===== src/rtl/ccu_pkg.sv =====
// Shared types for the CCU snoop path: ACE snoop channel structs, CR response
// bit positions and the snoop fan-out FSM state encoding.
package ccu_pkg;

  localparam int unsigned CrDataTransfer = 0;
  localparam int unsigned CrError        = 1;
  localparam int unsigned CrPassDirty    = 2;
  localparam int unsigned CrIsShared     = 3;
  localparam int unsigned CrWasUnique    = 4;

  localparam int unsigned AcAddrWidth = 32;
  localparam int unsigned CdDataWidth = 64;

  typedef enum logic [1:0] {
    FanoutIdle  = 2'd0,
    FanoutBcast = 2'd1,
    FanoutResp  = 2'd2,
    FanoutData  = 2'd3
  } fanout_state_e;

  typedef logic [4:0] ace_crresp_t;

  typedef struct packed {
    logic [AcAddrWidth-1:0] addr;
    logic [3:0]             snoop;
    logic [2:0]             prot;
  } ace_ac_t;

  typedef struct packed {
    logic [CdDataWidth-1:0] data;
    logic                   last;
  } ace_cd_t;

  typedef struct packed {
    ace_ac_t ac;
    logic    ac_valid;
    logic    cr_ready;
    logic    cd_ready;
  } snoop_req_t;

  typedef struct packed {
    logic        ac_ready;
    logic        cr_valid;
    ace_crresp_t cr_resp;
    logic        cd_valid;
    ace_cd_t     cd;
  } snoop_resp_t;

  // Every CR bit merges by OR, so the result does not depend on arrival order.
  function automatic ace_crresp_t merge_crresp(input ace_crresp_t acc, input ace_crresp_t resp);
    return acc | resp;
  endfunction

endpackage


===== src/rtl/ace_ccu_snoop_fanout_lzc.sv =====
// Leading/trailing zero counter; MODE=0 counts trailing zeros, which gives the
// index of the lowest set bit. The count is 0 when the input is all zeros.
module lzc #(
  parameter int unsigned WIDTH     = 2,
  parameter bit          MODE      = 1'b0,
  parameter int unsigned CNT_WIDTH = (WIDTH > 1) ? $clog2(WIDTH) : 1
) (
  input  logic [WIDTH-1:0]     in_i,
  output logic [CNT_WIDTH-1:0] cnt_o,
  output logic                 empty_o
);

  // Scan so that the bit nearest the counted end is written last and wins.
  always_comb begin
    cnt_o = '0;
    for (int i = int'(WIDTH) - 1; i >= 0; i--) begin
      if (MODE) begin
        if (in_i[int'(WIDTH) - 1 - i]) cnt_o = CNT_WIDTH'(i);
      end else begin
        if (in_i[i]) cnt_o = CNT_WIDTH'(i);
      end
    end
  end

  assign empty_o = ~|in_i;

endmodule


===== src/rtl/ace_ccu_snoop_fanout.sv =====
// Broadcasts one snoop to the cache ports selected by a domain mask, merges
// their CR responses and forwards the CD data of exactly one responder.
module ace_ccu_snoop_fanout
  import ccu_pkg::*;
#(
  parameter int unsigned NoCachePorts = 4
) (
  input  logic                            clk_i,
  input  logic                            rst_i,
  input  snoop_req_t                      slv_snoop_req_i,
  output snoop_resp_t                     slv_snoop_resp_o,
  input  logic        [NoCachePorts-1:0]  slv_mask_i,
  output snoop_req_t  [NoCachePorts-1:0]  mst_snoop_reqs_o,
  input  snoop_resp_t [NoCachePorts-1:0]  mst_snoop_resps_i
);

  localparam int unsigned SelWidth = (NoCachePorts > 1) ? $clog2(NoCachePorts) : 1;

  typedef logic [NoCachePorts-1:0] domain_mask_t;
  typedef logic [SelWidth-1:0]     sel_t;

  fanout_state_e state_q, state_d;
  ace_ac_t       ac_q, ac_d;
  domain_mask_t  ac_pend_q, ac_pend_d;
  domain_mask_t  cr_pend_q, cr_pend_d;
  domain_mask_t  dt_vec_q, dt_vec_d;
  domain_mask_t  drain_q, drain_d;
  ace_crresp_t   cr_acc_q, cr_acc_d;
  sel_t          sel_q, sel_d;
  logic          sel_done_q, sel_done_d;

  sel_t dt_sel;
  logic dt_empty;

  lzc #(
    .WIDTH (NoCachePorts),
    .MODE  (1'b0)
  ) i_sel_lzc (
    .in_i    (dt_vec_q),
    .cnt_o   (dt_sel),
    .empty_o (dt_empty)
  );

  // A port's CR is only taken once its AC has gone, so a cache may answer CR
  // without any CD being accepted; CD is accepted in the data phase only.
  always_comb begin
    state_d    = state_q;
    ac_d       = ac_q;
    ac_pend_d  = ac_pend_q;
    cr_pend_d  = cr_pend_q;
    dt_vec_d   = dt_vec_q;
    drain_d    = drain_q;
    cr_acc_d   = cr_acc_q;
    sel_d      = sel_q;
    sel_done_d = sel_done_q;

    slv_snoop_resp_o = '0;
    mst_snoop_reqs_o = '0;
    for (int i = 0; i < int'(NoCachePorts); i++) begin
      mst_snoop_reqs_o[i].ac = ac_q;
    end

    case (state_q)
      FanoutIdle: begin
        slv_snoop_resp_o.ac_ready = 1'b1;
        if (slv_snoop_req_i.ac_valid) begin
          ac_d      = slv_snoop_req_i.ac;
          ac_pend_d = slv_mask_i;
          cr_pend_d = slv_mask_i;
          dt_vec_d  = '0;
          cr_acc_d  = '0;
          state_d   = (slv_mask_i == '0) ? FanoutResp : FanoutBcast;
        end
      end

      FanoutBcast: begin
        for (int i = 0; i < int'(NoCachePorts); i++) begin
          mst_snoop_reqs_o[i].ac_valid = ac_pend_q[i];
          mst_snoop_reqs_o[i].cr_ready = cr_pend_q[i] & ~ac_pend_q[i];
          if (ac_pend_q[i] && mst_snoop_resps_i[i].ac_ready) begin
            ac_pend_d[i] = 1'b0;
          end
          if (cr_pend_q[i] && !ac_pend_q[i] && mst_snoop_resps_i[i].cr_valid) begin
            cr_pend_d[i] = 1'b0;
            cr_acc_d     = merge_crresp(cr_acc_d, mst_snoop_resps_i[i].cr_resp);
            dt_vec_d[i]  = mst_snoop_resps_i[i].cr_resp[CrDataTransfer];
          end
        end
        if ((ac_pend_d == '0) && (cr_pend_d == '0)) begin
          state_d = FanoutResp;
        end
      end

      FanoutResp: begin
        slv_snoop_resp_o.cr_valid = 1'b1;
        slv_snoop_resp_o.cr_resp  = cr_acc_q;
        if (slv_snoop_req_i.cr_ready) begin
          if (cr_acc_q[CrDataTransfer] && !dt_empty) begin
            state_d    = FanoutData;
            sel_d      = dt_sel;
            drain_d    = dt_vec_q & ~(domain_mask_t'(1) << dt_sel);
            sel_done_d = 1'b0;
          end else begin
            state_d = FanoutIdle;
          end
        end
      end

      FanoutData: begin
        // The selected port is a pure wire path; everyone else is drained.
        if (!sel_done_q) begin
          slv_snoop_resp_o.cd_valid         = mst_snoop_resps_i[sel_q].cd_valid;
          slv_snoop_resp_o.cd               = mst_snoop_resps_i[sel_q].cd;
          mst_snoop_reqs_o[sel_q].cd_ready  = slv_snoop_req_i.cd_ready;
          if (mst_snoop_resps_i[sel_q].cd_valid && slv_snoop_req_i.cd_ready &&
              mst_snoop_resps_i[sel_q].cd.last) begin
            sel_done_d = 1'b1;
          end
        end
        for (int i = 0; i < int'(NoCachePorts); i++) begin
          if (drain_q[i]) begin
            mst_snoop_reqs_o[i].cd_ready = 1'b1;
            if (mst_snoop_resps_i[i].cd_valid && mst_snoop_resps_i[i].cd.last) begin
              drain_d[i] = 1'b0;
            end
          end
        end
        if (sel_done_d && (drain_d == '0)) begin
          state_d = FanoutIdle;
        end
      end

      default: state_d = FanoutIdle;
    endcase
  end

  always_ff @(posedge clk_i) begin
    if (rst_i) begin
      state_q    <= FanoutIdle;
      ac_q       <= '0;
      ac_pend_q  <= '0;
      cr_pend_q  <= '0;
      dt_vec_q   <= '0;
      drain_q    <= '0;
      cr_acc_q   <= '0;
      sel_q      <= '0;
      sel_done_q <= 1'b0;
    end else begin
      state_q    <= state_d;
      ac_q       <= ac_d;
      ac_pend_q  <= ac_pend_d;
      cr_pend_q  <= cr_pend_d;
      dt_vec_q   <= dt_vec_d;
      drain_q    <= drain_d;
      cr_acc_q   <= cr_acc_d;
      sel_q      <= sel_d;
      sel_done_q <= sel_done_d;
    end
  end

endmodule

===== config.mk =====
export PLATFORM = sky130hd
export DESIGN_NAME = ace_ccu_snoop_fanout
export DESIGN_NICKNAME = d
export VERILOG_FILES = /design/src/rtl/ccu_pkg.sv /design/src/rtl/ace_ccu_snoop_fanout_lzc.sv /design/src/rtl/ace_ccu_snoop_fanout.sv
export SDC_FILE = /design/constraint.sdc
export NUM_CORES = 1
export LEC_CHECK = 0
export BUFFER_PORTS_ARGS = -buffer_cell sky130_fd_sc_hd__buf_4
export CORE_AREA = 3 3 228 230
export DETAILED_ROUTE_END_ITERATION = 8
export DIE_AREA = 0 0 231 233
export MAX_ROUTING_LAYER = met4
export PLACE_DENSITY = 0.46
export RECOVER_POWER = 100
export SYNTH_ARGS = -nofsm -noshare
export SYNTH_HDL_FRONTEND = slang
export SYNTH_SLANG_ARGS = --single-unit
export TNS_END_PERCENT = 50

===== constraint.sdc =====
create_clock -name clk_i -period 3.7 [get_ports clk_i]
set_input_delay 0.74 -clock clk_i [delete_from_list [all_inputs] [get_ports clk_i]]
set_output_delay 0.74 -clock clk_i [all_outputs]
set_load 0.02 [all_outputs]

==> summary.md, run 1 <==
| Metric | Value |
|---|---|
| Outcome | finished with violations |
| Failing checks | max-capacitance violations, max-slew violations |
| DR iter-0 viols | 371 |
| Routed vias | 6,749 |
| Synthesis warning total | 0 |
| DR DRC count | 0 |
| Final setup skew | 10.54 ps |
| Hold Crit Start | cr_acc_q[4] |
| RR Startpoint | state_q[1] |
| Layout fillers | 5,859 |
| Final setup TNS | 0 ps |
| Number of global-route vias before repair | 6,943 |
| Synth cell types | 43 |
| Worst Hold Margin | 452.2 ps |
| Total die area | 53,820 sq um |
| Routed len/inst | 21.10 um |
| R2R depth | 4 |
| Final Net Count | 1,424 |
| Register area share after synthesis | 0.2252 |
| R2R Setup Slk | 1190 ps |
| Clk sinks | 65 |
| Crit Path Max Fanout | 66 |
| # rows | 82 |
| Yosys top cell area share | 0.2572 |
| Cells after Synth | 649 |
| RR Endpoint | dt_vec_q[2] |
| Number of flops mapped to enable cells by yosys | 0 |
| Final wirelength | 37.17 mm |
| Pins Over Slew Limit | 49 |
| Area leader, netlist | mux4_2 |
| Die width | 231 um |
| Total grt overflow | 0 |
| Placed Area | 9978 sq um |
| Primary FF master, synth | dfxtp_1 |
| Total leakage power | 3.547 nW |
| Mapped Area | 5779 sq um |
| Hpwl dp | 31.73 mm |
| Routability cong. | 0.9219 |
| Crit path arrival time | 2560 ps |
| I/O pins | 581 |
| RSZ-0062 raised after global routing | false |
| CTS Root Cell | clkbuf_16 |
| CTS H-Tree Depth | 3 |
| First-pass GRT wire length | 50.08 mm |
| Height of the die | 233 um |
| Layout cell share with drive strength beyond 1 | 0.4079 |
| Cts repair resizes | 0 |
| Slew margin rel. | -0.2764 |
| CTS hold repair buffers | 0 |
| CP required | 2960 ps |
| Final ANT Viol Nets | 0 |
| Pwr dens | 286.9 nW/um^2 |
| Endpoint class of the critical path | output port |
| Fmax | 0.3029 GHz |
| Worst setup endpoint | slv_snoop_resp_o[2] |
| Synth async-reset ratio | 0 |
| Max cap viols | 1 |
| Buffer count from post-CTS setup fixing | 0 |
| Final hold vios | 0 |
| Total power | 2.687 mW |
| Endpoints failing setup | 0 |
| Syn-to-layout area delta | 62.03% |
| CP Launch Type | register |
| Synth Net Count | 989 |
| Largest net degree at the start of global routing | 67 |
| Worst Tran Pin Value | 1910 ps |
| Initial antenna violation count | 4 |
| Clk Latency, worst-skew pair | 360 ps |
| Worst min path class | register to register |
| CTS tree | done |
| Core area | 50,070 sq um |
| Clk slew on worst S/H paths | 60 ps |
| Ranking of synthesized cells by area | mux4_2, dfxtp_1, buf_4, nor2b_1, nand2_1 |
| Final Critical Period | 3301 ps |
| Syn avg cell area | 8.905 sq um |
| Total GRT Usage | 0.1337 |
| Count leader, synth | buf_4 |
| Fin area | 9364 sq um |
| FF+latch count, synth | 65 |
| Cts bufs inserted | 9 |
| Synth cell count leaders | buf_4, nand2_1, nor2b_1 |
| Port Buffers | 580 |
| Worst Setup SP | state_q[1] |
| Max rail drop VDD | 0.1895 mV |
| Starting Density | 0.1154 |
| Crit Path Class | register to output port |
| DRT Pass-1 Iters | 5 |
| Period Utilization, post-route | 0.8922 |
| Via/cell ratio | 3.830 |
| Worst-case clock buffer depth | 2 |
[state kept, by name, indices dropped and copies added, names as in the netlist]
| signal | flops |
|---|---|
| ac_q | 39 |
| sel_done_q | 1 |
| state_q | 2 |
| cr_pend_q | 4 |
| cr_acc_q | 5 |
| drain_q | 4 |
| dt_vec_q | 4 |
| ac_pend_q | 4 |
| sel_q | 2 |
[where the power goes]
part,total (mW),switching [mW],internal [mW]
combinational,1.06,0.620,0.439
clock,0.797,0.337,0.459
sequential,0.830,0.0742,0.756
[logic make-up after synthesis]
group,Yosys count,synth area share
muxes,69,0.2628
and+or+nand+nor,235,0.2068
AOI/OAI and AO/OA,106,0.1091
DFF,65,0.2252
buffers and inverters,174,0.1961
[per-layer routing]
metal	up-vias	track usage	part of all wire
met4	0	0.04474	0.021
met1	3273	0.1497	0.38
li1	3028	-	-
met3	28	0.02804	0.082
met5	-	-	0
met2	420	0.2368	0.51
[stage by stage]
stage / worst slack (ps) / util / cells
5_1_grt: 266.6 / 0.1870 / 1762
4_1_cts: 585.4 / 0.2043 / 1758
3_3_place_gp: 1008 / 0.1993 / 1745
6_report: 399.0 / 0.1870 / 1762
3_5_place_dp: 988.8 / 0.1993 / 1745
2_1_floorplan: 1289 / - / 649
[how the worst min path moves through the flow]
stage / endpoint / slack (ps) / cells past startpoint
2_1_floorplan: cr_acc_q[1] / 430 / 2
5_1_grt: cr_acc_q[2] / 480 / 2
3_3_place_gp: cr_acc_q[2] / 440 / 2
6_report: cr_acc_q[4] / 450 / 2
3_5_place_dp: cr_acc_q[4] / 450 / 2
4_1_cts: cr_acc_q[4] / 460 / 2
[placed cells by master (no fill, tap or decap), types with 5 or more instances in the layout]
cell type,Yosys,layout
a21oi_1,61,61
a22o_1,10,10
a31oi_1,5,5
and2_0,0,9
buf_4,119,358
clkbuf_1,35,234
clkbuf_16,0,9
dfxtp_1,65,63
inv_1,7,7
mux4_2,66,66
nand2_1,97,98
nand2b_1,5,5
nand3_1,9,9
nor2_1,20,20
nor2b_1,71,71
nor3b_1,5,5
o21ai_0,4,11
o21ai_1,13,6
[final cells by class]
type / count / area (sq um) / share of cell area
Timing Repair Buffer: 591 / 3578 / 0.3821
Multi-Input combinational cell: 410 / 3348 / 0.3576
Sequential cell: 65 / 1309 / 0.1398
Tap cell: 672 / 840.8 / 0.08979
Clock buffer: 12 / 246.5 / 0.02632
Inverter: 7 / 26.28 / 0.002806
Antenna cell: 4 / 10.01 / 0.001069
Clock inverter: 1 / 5.005 / 0.0005345
[critical path, stage by stage (launching register included)]
cell,delay [ps]
dfxtp_1,540
nand2_1,310
or2_2,350
buf_4,350
nor2b_1,250
clkbuf_1,360
(Power assumes the default switching activity.)
==> run 2, diff against run 1 <==
- clock period: 3.7 -> 4.1 ns (I/O delays scaled with it)
==> run 2 against run 1 <==
  * The run still ends with max-capacitance violations, max-slew violations left
  * Sequential power is 9.8% lower
  * Count of clock-buffer cells in the layout down 3
  * Non-clock buffer count shrank 6
  * Cell count is 0.51% higher
  * Wire length is 3.0% lower
  * First-iteration DRC count fell by 26%
  * Cell area increased by 0.71%
  * Via count down 1.6%
  * Largest power group unchanged
==> summary.md, run 2 (synthesis results as in run 1) <==
| Metric | Value |
|---|---|
| Worst Tran Pin Value | 1910 ps (+0.4852 ps) |
| Fin area | 9430 sq um (+0.71%) |
| Endpoints failing setup | 0 (unchanged) |
| Layout fillers | 5,869 (+0.17%) |
| CTS tree | done |
| Worst min path class | register to register |
| Core area | 50,070 sq um (unchanged) |
| Layout cell share with drive strength beyond 1 | 0.4137 (+0.005747) |
| R2R Setup Slk | 1020 ps (-170 ps) |
| Pins Over Slew Limit | 84 (+71%) |
| Total grt overflow | 0 (unchanged) |
| First-pass GRT wire length | 48.26 mm (-3.6%) |
| Worst-case clock buffer depth | 2 (unchanged) |
| Total die area | 53,820 sq um (unchanged) |
| CTS H-Tree Depth | 3 (unchanged) |
| Slew margin rel. | -0.2736 (+0.002760) |
| Outcome | finished with violations |
| Hpwl dp | 30.69 mm (-3.3%) |
| Cts bufs inserted | 9 (unchanged) |
| Failing checks | max-capacitance violations, max-slew violations |
| Die width | 231 um (unchanged) |
| Endpoint class of the critical path | output port |
| Clk slew on worst S/H paths | 70 ps (about the same) |
| DRT Pass-1 Iters | 4 (-1) |
| Pwr dens | 271.9 nW/um^2 (-5.2%) |
| RSZ-0062 raised after global routing | false |
| Clk Latency, worst-skew pair | 350 ps (about the same) |
| Initial antenna violation count | 16 (+12) |
| Port Buffers | 580 (unchanged) |
| Final setup TNS | 0 ps (unchanged) |
| DR DRC count | 0 (unchanged) |
| Final std cells w/o fill | 1,771 (+0.51%) |
| Total GRT Usage | 0.1289 (-0.004772) |
| Fmax | 0.2836 GHz |
| Routed len/inst | 20.35 um (-3.5%) |
| Final Critical Period | 3526 ps |
| Clk sinks | 65 (unchanged) |
| Most frequent cells in the layout | buf_4, clkbuf_1, nand2_1 |
| Inst Count DP | 1,739 (-0.34%) |
| Total leakage power | 3.569 nW (+0.62%) |
| I/O pins | 581 (unchanged) |
| Placed Area | 9933 sq um (-0.45%) |
| Top reg by flops | ac_q |
| Final hold vios | 0 (unchanged) |
| Buffer count from post-CTS setup fixing | 0 (unchanged) |
| Max cap viols | 2 (+1) |
| Crit Path Max Fanout | 34 (-48%) |
| Routed vias | 6,642 (-1.6%) |
| Height of the die | 233 um (unchanged) |
| # rows | 82 (unchanged) |
| Number of flip-flops in the largest register | 39 (unchanged) |
| Largest net degree at the start of global routing | 71 (+6.0%) |
| Routability cong. | 0.9301 (+0.89%) |
| Number of global-route vias before repair | 6,752 (-2.8%) |
| Final setup skew | 7.411 ps (-3.132 ps) |
| Crit path arrival time | 2710 ps (+150 ps) |
| Storage cell area | 1309 sq um (unchanged) |
| CP required | 3280 ps (+320 ps) |
| Crit Path Class | register to output port |
| Max rail drop VDD | 0.1663 mV (-12%) |
| Footprint of the multi-input gates | 3344 sq um (-0.11%) |
| Final ANT Viol Nets | 0 (unchanged) |
| Via/cell ratio | 3.750 (-2.1%) |
| DR iter-0 viols | 276 (-26%) |
| CTS hold repair buffers | 0 (unchanged) |
| Cts repair resizes | 0 (unchanged) |
| Most common cell after layout, fill and taps aside | buf_4 |
| Final wirelength | 36.04 mm (-3.0%) |
| Period Utilization, post-route | 0.8600 |
| Syn-to-layout area delta | 63.17% |
| CTS Root Cell | clkbuf_16 |
| Largest regs | ac_q (39), cr_acc_q (5) |
| Starting Density | 0.1154 (unchanged) |
| CP Launch Type | register |
| Final Net Count | 1,418 (-0.42%) |
run 2: changes by cell type in the layout (fill, tap and decap cells not counted), sizes merged:
| cell | before | now |
|---|---|---|
| clkinv | 1 | 3 |
| buf | 359 | 357 |
| diode | 4 | 16 |
| clkinvlp | 0 | 1 |
| bufinv | 0 | 2 |
| clkbuf | 244 | 237 |
| inv | 7 | 8 |
run 2: where the power goes:
group | internal [mW] | leakage (nW) | switching [mW]
registers | 0.682 | 0.533 | 0.0677
clock network | 0.533 | 0.154 | 0.330
logic | 0.397 | 2.88 | 0.556
run 2: final cells by class:
| cell class | instances | area share |
|---|---|---|
| clock buffers | 9 | 0.02388 |
| repair buffers | 585 | 0.3765 |
| diodes | 16 | 0.004246 |
| multi-input cells | 410 | 0.3547 |
| clock inverters | 7 | 0.009951 |
| flip-flops and latches | 65 | 0.1388 |
| well taps | 672 | 0.08916 |
| inverters | 7 | 0.002786 |
run 2: final timing paths:
path	from	to	cells after the start
max	state_q[0]	slv_snoop_resp_o[54]	5
min	cr_acc_q[3]	cr_acc_q[3]	2
max reg2reg	state_q[0]	cr_pend_q[3]	4
min reg2reg	cr_acc_q[3]	cr_acc_q[3]	2
run 2: through the flow:
step	hold WS [ps]	setup slack (ps)	total power [mW]	util
after floorplan	431.7	1609	1.377	-
after global placement	441.5	1295	1.870	0.1984
after detailed placement	449.4	1201	1.876	0.1984
after CTS	460.1	806.5	2.774	0.2048
after global routing	488.0	330.7	2.715	0.1883
final	455.3	573.9	2.564	0.1884
run 2: per-layer routing:
metal / routed length, um / part of all wire / vias up / global-route usage
met1: 13360 / 0.37 / 3191 / 0.1331
met2: 18840 / 0.52 / 377 / 0.2284
met4: 752 / 0.021 / 0 / 0.04862
li1: - / - / 3049 / -
met3: 3090 / 0.086 / 25 / 0.04212
met5: 0 / 0 / - / -
run 2: critical path, cell delays in order (launching register included):
cell and delay [ps]:
dfxtp_1 520, nand2_2 210, or2_2 580, clkbuf_2 510, nor2b_1 270, clkbuf_1 250
